`src/rtl/display_pkg.sv`:
```
// Shared encodings for the product display path: character codes, segment patterns, FSM states.
package display_pkg;

    localparam int unsigned BIN_W  = 16;
    localparam int unsigned DIGITS = 5;
    localparam int unsigned BCD_W  = 4 * DIGITS;
    localparam int unsigned SEG_W  = 7;
    localparam int unsigned CHAR_W = 4;

    localparam logic [CHAR_W-1:0] CH_BLANK = 4'd10;
    localparam logic [CHAR_W-1:0] CH_MINUS = 4'd11;

    localparam logic [SEG_W-1:0] SEG_BLANK = 7'b1111111;
    localparam logic [SEG_W-1:0] SEG_MINUS = 7'b0111111;

    typedef enum logic [1:0] {
        IDLE,
        CONVERT,
        COMMIT
    } state_t;

    // Active-low {g,f,e,d,c,b,a} pattern for a character code.
    function automatic logic [SEG_W-1:0] seg_encode(input logic [CHAR_W-1:0] ch);
        logic [SEG_W-1:0] seg;
        case (ch)
            4'd0:    seg = 7'b1000000;
            4'd1:    seg = 7'b1111001;
            4'd2:    seg = 7'b0100100;
            4'd3:    seg = 7'b0110000;
            4'd4:    seg = 7'b0011001;
            4'd5:    seg = 7'b0010010;
            4'd6:    seg = 7'b0000010;
            4'd7:    seg = 7'b1111000;
            4'd8:    seg = 7'b0000000;
            4'd9:    seg = 7'b0010000;
            CH_MINUS: seg = SEG_MINUS;
            default: seg = SEG_BLANK;
        endcase
        return seg;
    endfunction

endpackage

```
`src/rtl/bin2bcd_seq.sv`:
```
// Sequential double-dabble: 16-bit unsigned to 5 BCD digits, one shift per cycle.
module bin2bcd_seq
    import display_pkg::*;
(
    input  logic             clk,
    input  logic             rst_n,
    input  logic             i_start,
    input  logic [BIN_W-1:0] i_bin,
    output logic [BCD_W-1:0] o_bcd,
    output logic             o_busy,
    output logic             o_done
);

    localparam logic [3:0] ITER_LAST = 4'(BIN_W - 1);

    logic [BIN_W-1:0] r_bin;
    logic [BCD_W-1:0] r_bcd;
    logic [3:0]       r_cnt;
    logic             r_busy;
    logic             r_done;
    logic [BCD_W-1:0] w_adj;

    // Add-3 correction on every nibble that would overflow past 9 after the shift.
    always_comb begin
        w_adj = r_bcd;
        for (int i = 0; i < int'(DIGITS); i++) begin
            if (r_bcd[i*4 +: 4] >= 4'd5) begin
                w_adj[i*4 +: 4] = r_bcd[i*4 +: 4] + 4'd3;
            end
        end
    end

    always_ff @(posedge clk or negedge rst_n) begin
        if (!rst_n) begin
            r_bin  <= '0;
            r_bcd  <= '0;
            r_cnt  <= '0;
            r_busy <= 1'b0;
            r_done <= 1'b0;
        end else begin
            r_done <= 1'b0;
            if (i_start) begin
                r_bin  <= i_bin;
                r_bcd  <= '0;
                r_cnt  <= '0;
                r_busy <= 1'b1;
            end else if (r_busy) begin
                r_bcd <= {w_adj[BCD_W-2:0], r_bin[BIN_W-1]};
                r_bin <= {r_bin[BIN_W-2:0], 1'b0};
                r_cnt <= r_cnt + 4'd1;
                if (r_cnt == ITER_LAST) begin
                    r_busy <= 1'b0;
                    r_done <= 1'b1;
                end
            end
        end
    end

    assign o_bcd  = r_bcd;
    assign o_busy = r_busy;
    assign o_done = r_done;

endmodule

```
`src/rtl/product_display.sv`:
```
// Signed product to scrolling, time-multiplexed 4-digit seven-segment display.
module product_display
    import display_pkg::*;
#(
    parameter int unsigned REFRESH_CYCLES = 100_000
) (
    input  logic             clk,
    input  logic             rst_n,
    input  logic [BIN_W-1:0] product,
    input  logic             product_valid,
    input  logic             shift_left,
    input  logic             shift_right,
    output logic [SEG_W-1:0] segments,
    output logic [3:0]       anodes,
    output logic             busy,
    output logic [1:0]       offset
);

    localparam int unsigned REF_W    = (REFRESH_CYCLES > 1) ? $clog2(REFRESH_CYCLES) : 1;
    localparam logic [REF_W-1:0] REF_LAST = REF_W'(REFRESH_CYCLES - 1);

    state_t           r_state;
    logic             r_sign;
    logic             r_neg;
    logic             r_busy;
    logic [BCD_W-1:0] r_digits;
    logic [1:0]       r_offset;
    logic [REF_W-1:0] r_ref;
    logic [1:0]       r_dsel;
    logic [SEG_W-1:0] r_segments;
    logic [3:0]       r_anodes;

    logic [BIN_W-1:0]  w_mag;
    logic              w_start;
    logic [BCD_W-1:0]  w_bcd;
    logic              w_cvt_busy;
    logic              w_cvt_done;
    logic [2:0]        w_pos;
    logic [BCD_W-1:0]  w_upper;
    logic [CHAR_W-1:0] w_char;

    assign w_mag   = product[BIN_W-1] ? BIN_W'(~product + 16'd1) : product;
    assign w_start = (r_state == IDLE) && product_valid && !w_cvt_busy;

    bin2bcd_seq u_bin2bcd (
        .clk     (clk),
        .rst_n   (rst_n),
        .i_start (w_start),
        .i_bin   (w_mag),
        .o_bcd   (w_bcd),
        .o_busy  (w_cvt_busy),
        .o_done  (w_cvt_done)
    );

    // Conversion sequencing; pulses arriving outside IDLE are dropped.
    always_ff @(posedge clk or negedge rst_n) begin
        if (!rst_n) begin
            r_state  <= IDLE;
            r_sign   <= 1'b0;
            r_neg    <= 1'b0;
            r_busy   <= 1'b0;
            r_digits <= '0;
        end else begin
            case (r_state)
                IDLE: begin
                    if (w_start) begin
                        r_sign  <= product[BIN_W-1];
                        r_state <= CONVERT;
                    end
                end
                CONVERT: begin
                    r_busy <= 1'b1;
                    if (w_cvt_done) begin
                        r_state <= COMMIT;
                    end
                end
                COMMIT: begin
                    r_digits <= w_bcd;
                    r_neg    <= r_sign;
                    r_busy   <= 1'b0;
                    r_state  <= IDLE;
                end
                default: r_state <= IDLE;
            endcase
        end
    end

    always_ff @(posedge clk or negedge rst_n) begin
        if (!rst_n) begin
            r_offset <= '0;
        end else if (shift_left && !shift_right && r_offset != 2'd2) begin
            r_offset <= r_offset + 2'd1;
        end else if (shift_right && !shift_left && r_offset != 2'd0) begin
            r_offset <= r_offset - 2'd1;
        end
    end

    always_ff @(posedge clk or negedge rst_n) begin
        if (!rst_n) begin
            r_ref  <= '0;
            r_dsel <= '0;
        end else if (r_ref == REF_LAST) begin
            r_ref  <= '0;
            r_dsel <= r_dsel + 2'd1;
        end else begin
            r_ref <= r_ref + REF_W'(1);
        end
    end

    // A digit is blanked when it and every more-significant digit are zero, except the ones digit.
    assign w_pos   = 3'(r_offset) + 3'(r_dsel);
    assign w_upper = r_digits >> {w_pos, 2'b00};

    always_comb begin
        w_char = CH_BLANK;
        if (w_pos == 3'd5) begin
            w_char = r_neg ? CH_MINUS : CH_BLANK;
        end else if (w_pos == 3'd0 || w_upper != '0) begin
            w_char = w_upper[3:0];
        end
    end

    always_ff @(posedge clk or negedge rst_n) begin
        if (!rst_n) begin
            r_segments <= SEG_BLANK;
            r_anodes   <= 4'hF;
        end else begin
            r_segments <= seg_encode(w_char);
            r_anodes   <= ~(4'b0001 << r_dsel);
        end
    end

    assign segments = r_segments;
    assign anodes   = r_anodes;
    assign busy     = r_busy;
    assign offset   = r_offset;

endmodule

```
`config.mk`:
```
export PLATFORM = sky130hd
export DESIGN_NAME = product_display
export DESIGN_NICKNAME = d
export VERILOG_FILES = /design/src/rtl/display_pkg.sv /design/src/rtl/bin2bcd_seq.sv /design/src/rtl/product_display.sv
export SDC_FILE = /design/constraint.sdc
export NUM_CORES = 1
export LEC_CHECK = 0
export CAP_MARGIN = 5
export CORE_ASPECT_RATIO = 0.5
export CORE_MARGIN = 2
export CORE_UTILIZATION = 40
export CTS_CLUSTER_SIZE = 10
export DETAILED_ROUTE_END_ITERATION = 16
export PLACE_DENSITY = 0.54
export SYNTH_ARGS = -nofsm -noshare
export SYNTH_HDL_FRONTEND = slang
export SYNTH_HIERARCHICAL = 1
export SYNTH_SLANG_ARGS = --single-unit
```
`constraint.sdc`:
```
create_clock -name clk -period 5.1 [get_ports clk]
set_input_delay 0.765 -clock clk [delete_from_list [all_inputs] [get_ports clk]]
set_output_delay 0.765 -clock clk [all_outputs]
set_load 0.005 [all_outputs]
```
==> metrics.cfg, run 1 <==
[worst_setup_path]
worstReg2RegStart = offset[0]
worstSetupEndpointType = flop
critPathSlowestCell = ha_1
worstPathMaxFanout = 23
worstPathArrival_ps = 3720
r2r_end = segments[3]
cp_num_buf_inv = 0
crit_required_ps = 5370
path_common_cell = a21oi_1
start_kind = flop
crit_type = reg2reg
reg2reg_depth = 11
regToRegSetupSlack_ps = 1650
crit_path_max_incr_delay_ps = 800
cp_top_family = adder cells
crit_chain = ha_1 -> mux4_2 -> a21oi_1 -> a21oi_1 -> or2_2 -> and2_1 -> ha_1 -> nor2b_1 -> a21oi_1 -> nor2_1 -> o21ai_0

[pwr]
total_power_w = 0.003351
peakVddDrop_mv = 0.2111
p_leak_nw = 2.766
p_per_area_nw_per_um2 = 536.6

[synth]
synth_edf_count = 0
syn-num-nets = 601
synth_area_leaders = dfrtp_1, ha_1, dfstp_2, mux2_2, mux2i_1
yosys_warnings = 6
synth_cell_types = 62
synth_top_area_share_pct = 40.19
synth_area_um2 = 5479
avgSynthCellArea_um2 = 9.944
syn_inst = 551
synth_flop_cell = dfrtp_1
yosys.area.top_type = dfrtp_1
synth-async-reset-ratio_pct = 100.0
yosys_register_bits = 99
synth_seq_area_share_pct = 45.47

[routing]
routed_wl_um = 10310
drtIter0Drc = 219
detail-route-antenna-nets = 0
routedWlPerCell_um = 13.61
drc_errors = 0
vias_per_cell = 5.137
vias = 3889
drtPass1Iterations = 4

[layout]
layout_commonest_cell = dfrtp_1
final_nets = 626
drive_above_1_share_pct = 10.84
final_util_pct = 46.34
num_antenna_cells = 0
nFillCells = 1280
mostFrequentLayoutCells = dfrtp_1, nand2_1, nor2_1
areaGrowthSynthToFinish_pct = 13.98
final_cell_area_um2 = 6245

[floorplanning]
core-area_um2 = 13480
num_rows = 30
fp.dieW_um = 169.5
io_pins = 35
die-area_um2 = 14710
initial_core_util_pct = 40.66
die_h_um = 86.76

[placement]
post_dp_cell_area_um2 = 5957
gp_congestion = 0.7561
portBuffers = 34
dp_hpwl_um = 7122
place_ws_ps = 1699

[outcome]
status = finished, final reports clean

[timing]
worst_pin_slew_ps = 1027
max_clock_freq_mhz = 289.9
clock_skew_ps = 4.846
max-slew-margin-rel_pct = 31.51
rsz0062_at_grt = no
setup_ws_ps = 1650
period_share_pct = 67.65
tns_ps = 0
finalMaxSlewViolations = 0
hold_violations = 0
fin_crit_ps = 3450
finalSetupViolations = 0

[clock_tree]
cts_buffer_depth = 2
cts-buffers-inserted = 9
clkTransAtPathRegs_ps = 60
cts_root_buf = clkbuf_16
cts_setup_buffers = 0
h-tree-depth = 3
cts.repair.resized = 0
numClockSinks = 99
ctsHoldBuffers = 0
cts_tree = yes
insertion_delay_ps = 340

[global_route]
grt_start_max_net_pins = 59
grt_pass1_vias = 3722
grt-ovfl-total = 0
grtUsageTotal_pct = 14.99
grt_pass1_wl_um = 17720
antenna_found_initial = 0

[job]
cap_violations = 0

[min_path]
hold_class = in2async

logic make-up after synthesis:
| group | Yosys count | synth area share, % |
|---|---|---|
| adder cells (fa/ha/maj) | 29 | 6.760 |
| XOR/XNOR | 35 | 5.595 |
| buffers and inverters | 59 | 4.362 |
| AO/OA/AOI/OAI | 110 | 12.81 |
| flip-flops | 99 | 45.47 |
| multiplexers | 49 | 9.728 |
| AND/OR/NAND/NOR | 170 | 15.28 |
state kept, by name (all words and copies together), names as in the netlist:
signal	flops
u_bin2bcd/r_bin	16
u_bin2bcd/r_cnt	4
r_ref	17
r_state	2
u_bin2bcd/o_bcd	20
r_neg	1
offset	2
segments	7
r_dsel	2
anodes	4
u_bin2bcd/o_done	1
u_bin2bcd/o_busy	1
r_digits	20
r_sign	1
busy	1
stage by stage:
| step | hold slack (ps) | cells |
|---|---|---|
| 2_1_floorplan | 444.4 | 551 |
| 3_3_place_gp | 470.3 | 741 |
| 3_5_place_dp | 478.5 | 741 |
| 4_1_cts | 488.0 | 757 |
| 5_1_grt | 497.3 | 757 |
| 6_report | 475.3 | 757 |
cell type report:
cell class                 instances  area (µm²)  share of cell area, %
clock buffer                      12       236.5                  3.787
clock inverter                     4       51.30                 0.8215
inverter                          36       135.1                  2.164
timing repair buffer              37       360.3                  5.770
multi-input combinational        393        2749                  44.02
sequential                        99        2492                  39.91
tap                              176       220.2                  3.526
layer usage:
metal | global-route usage (%) | wire (µm) | up-vias
li1 | - | - | 1977
met1 | 20.95 | 5473 | 1845
met2 | 23.71 | 4370 | 60
met3 | 3.516 | 397 | 7
met4 | 3.730 | 64 | 0
met5 | 0 | 0 | -
power breakdown:
part           total (W)  switching [W]  internal (W)  leakage, nW
Sequential       0.00132       0.000240       0.00108         1.24
Clock           0.000669       0.000287      0.000382        0.137
Combinational    0.00136       0.000712      0.000650         1.39
Total            0.00335        0.00124       0.00211         2.77
synth_stat cells, drive strengths merged (2+ instances only):
| master | number |
|---|---|
| nand2b | 7 |
| o211a | 2 |
| nand3b | 2 |
| xor2 | 15 |
| a211oi | 4 |
| a31oi | 3 |
| nand2 | 54 |
| nor4 | 4 |
| o21bai | 2 |
| mux2i | 24 |
| o32ai | 4 |
| and3 | 6 |
| inv | 36 |
| nor3 | 10 |
| buf | 15 |
| nor2b | 11 |
| dfrtp | 88 |
| nand3 | 16 |
| ha | 28 |
| a32oi | 3 |
| clkbuf | 8 |
| or2 | 3 |
| o311ai | 4 |
| xnor2 | 20 |
| or4 | 7 |
| o31ai | 5 |
| mux2 | 24 |
| dfstp | 11 |
| a21oi | 22 |
| nor2 | 36 |
| o21ai | 48 |
| nand4 | 9 |
worst register-to-register path, delay by kind of cell, from the launching register on:
kind | cells | cell delay (ps)
AOI/OAI and AO/OA | 4 | 540
adders and majority gates | 2 | 1090
DFF | 1 | 430
muxes | 1 | 610
and+or+nand+nor | 4 | 710
worst max-delay path by stage:
stage	startpoint	end	slack (ps)	cells after the start
2_1_floorplan	offset[0]	segments[3]	2020	16
3_3_place_gp	offset[0]	segments[3]	1730	11
3_5_place_dp	offset[0]	segments[3]	1700	11
4_1_cts	offset[0]	segments[3]	1670	11
5_1_grt	offset[0]	segments[3]	1470	11
6_report	offset[0]	segments[3]	1650	11
Power figures use the tool's default switching activity.
==> run 2: changes to the inputs <==
--- a/config.mk
+++ b/config.mk
@@ -11,7 +11,7 @@
 export CORE_UTILIZATION = 40
 export CTS_CLUSTER_SIZE = 10
 export DETAILED_ROUTE_END_ITERATION = 16
-export PLACE_DENSITY = 0.54
+export PLACE_DENSITY = 0.56
 export SYNTH_ARGS = -nofsm -noshare
 export SYNTH_HDL_FRONTEND = slang
 export SYNTH_HIERARCHICAL = 1
==> constraint.sdc (replaced) <==
create_clock -name clk -period 3 [get_ports clk]
set_input_delay 0.45 -clock clk [delete_from_list [all_inputs] [get_ports clk]]
set_output_delay 0.45 -clock clk [all_outputs]
set_load 0.005 [all_outputs]
==> run 2 against run 1 <==
Effect of this change:
- cell area up 4.8%
- first-iteration DRC count fell by 7.8%
- wire length up 3.3%
- global-route usage increased by 0.50 points
- clock-buffer cell count fell by 2
- non-clock buffer count is 23 higher
- die area unchanged
- worst setup slack got worse by 1500 ps
- sequential power increased by 73%
- critical path depth grew 2
- final cell count up 3.0%
- clock power increased by 97%
- critical endpoint unchanged
- largest cell class unchanged
==> metrics.cfg, run 2 (synthesis gave the netlist of run 1 again) <==
[outcome]
status = finished, final reports clean

[floorplanning]
io_pins = 35
die-area_um2 = 14710
num_rows = 30
core-area_um2 = 13480
initial_core_util_pct = 40.66
fp.dieW_um = 169.5
die_h_um = 86.76

[layout]
nFillCells = 1240
final_nets = 649
final_cell_area_um2 = 6543
seqCellArea_um2 = 2492
areaGrowthSynthToFinish_pct = 19.41
final_util_pct = 48.55
mostFrequentLayoutCells = dfrtp_1, nand2_1, nor2_1
drive_above_1_share_pct = 16.39
num_antenna_cells = 0
layout_commonest_cell = dfrtp_1
multi_input_area_um2 = 2805

[global_route]
grt_pass1_vias = 3814
grt_pass1_wl_um = 18320
grt-ovfl-total = 0
grt_start_max_net_pins = 46
grtUsageTotal_pct = 15.49
antenna_found_initial = 0

[timing]
fin_crit_ps = 2860
worst_pin_slew_ps = 545.5
max_clock_freq_mhz = 349.6
finalSetupViolations = 0
period_share_pct = 95.34
max-slew-margin-rel_pct = 63.52
hold_violations = 0
finalMaxSlewViolations = 0
clock_skew_ps = 3.625

[routing]
vias_per_cell = 5.073
drc_errors = 0
detail-route-antenna-nets = 0
routedWlPerCell_um = 13.64
drtIter0Drc = 202
routed_wl_um = 10640
drtPass1Iterations = 4
vias = 3957

[worst_setup_path]
reg2reg_depth = 13
startpoint = offset[0]
r2r_end = segments[3]
crit_required_ps = 3280
regToRegSetupSlack_ps = 140
crit_path_end = segments[3]
crit_type = reg2reg
worstPathMaxFanout = 7
start_kind = flop
worstPathArrival_ps = 3140
worstSetupEndpointType = flop
worstReg2RegStart = offset[0]

[clock_tree]
clkTransAtPathRegs_ps = 70
insertion_delay_ps = 340
cts_buffer_depth = 2
cts_root_buf = clkbuf_16
cts_tree = yes
numClockSinks = 99
h-tree-depth = 3
cts-buffers-inserted = 9

[placement]
portBuffers = 34
dp_hpwl_um = 7413
post_dp_cell_area_um2 = 6120
gp_congestion = 0.8185

[pwr]
peakVddDrop_mv = 0.3737
p_leak_nw = 2.917
p_per_area_nw_per_um2 = 929.3

[job]
cap_violations = 0

[min_path]
hold_start = r_ref[0]
hold_class = reg2reg

## run 2: cell types whose count changed in the layout (fill, tap and decap cells not counted), moves of 3 or more
cell and delta:
buf_4 +19, a21oi_2 +3, ha_1 -3, a21oi_1 -3
## run 2: per-layer routing
metal	global-route usage (%)	up-vias	wire length [µm]
li1	-	2025	-
met1	21.94	1848	5546
met2	24.23	72	4585
met3	3.333	12	399
met4	4.196	0	111
met5	0	-	0
## run 2: area by class of cell
cell class,count,share of cell area [%]
timing repair buffer,60,8.395
clock buffer,10,3.500
clock inverter,6,1.702
tap,176,3.366
inverter,36,2.065
multi-input combinational,393,42.88
sequential,99,38.10
## run 2: critical path: stages, from the launching register on
cell	delay, ps
dfrtp_1	350
ha_2	160
inv_1	50
fa_2	630
mux4_2	350
a21oi_2	150
a21oi_2	70
or2_4	260
and2_4	150
ha_4	220
nor2b_4	120
a21oi_2	90
nor2_1	50
o21ai_1	130
## run 2: power by group
group          switching (W)  internal [W]  leakage, nW
clock network       0.000502      0.000817        0.163
logic                0.00124       0.00123         1.51
registers           0.000454       0.00183         1.24
total                0.00220       0.00388         2.92
## run 2: stage by stage
stage / TNS (ps) / setup slack (ps) / power (W) / hold slack (ps) / cells
after floorplan: 0 / 29.15 / 0.003968 / 154.4 / 551
after global placement: 0 / 78.19 / 0.004637 / 374.0 / 761
after detailed placement: 0 / 10.37 / 0.004679 / 370.9 / 761
after CTS: 0 / 28.17 / 0.006027 / 483.9 / 778
after global routing: -22.52 / -20.74 / 0.006550 / 515.6 / 780
final: 0 / 139.9 / 0.006080 / 479.1 / 780
## run 2: how the worst min path moves through the flow
stage,to,slack (ps),cells after the start
after global routing,r_ref[0],520,1
after detailed placement,u_bin2bcd/r_cnt[0],370,1
after floorplan,busy,150,0
after global placement,u_bin2bcd/r_cnt[0],370,1
after CTS,r_ref[0],480,1
final,r_ref[0],480,1
## run 2: what timing repair did
item / CTS / global route
resized for setup: 1 / 16
cloned: 0 / 1
endpoints found under the hold margin: 3 / 0
pin swaps: 0 / 6
endpoints found under the setup margin: 1 / 4
hold buffers: 1 / 0
buffers inserted: 0 / 1
==> run 3: changes to the inputs <==
--- a/config.mk
+++ b/config.mk
@@ -9,6 +9,7 @@
 export CORE_ASPECT_RATIO = 0.5
 export CORE_MARGIN = 2
 export CORE_UTILIZATION = 40
+export CTS_CLUSTER_DIAMETER = 80
 export CTS_CLUSTER_SIZE = 10
 export DETAILED_ROUTE_END_ITERATION = 16
 export PLACE_DENSITY = 0.56
==> results of run 3 <==
No change in the layout: final DEF, timing and power equal those of run 2.
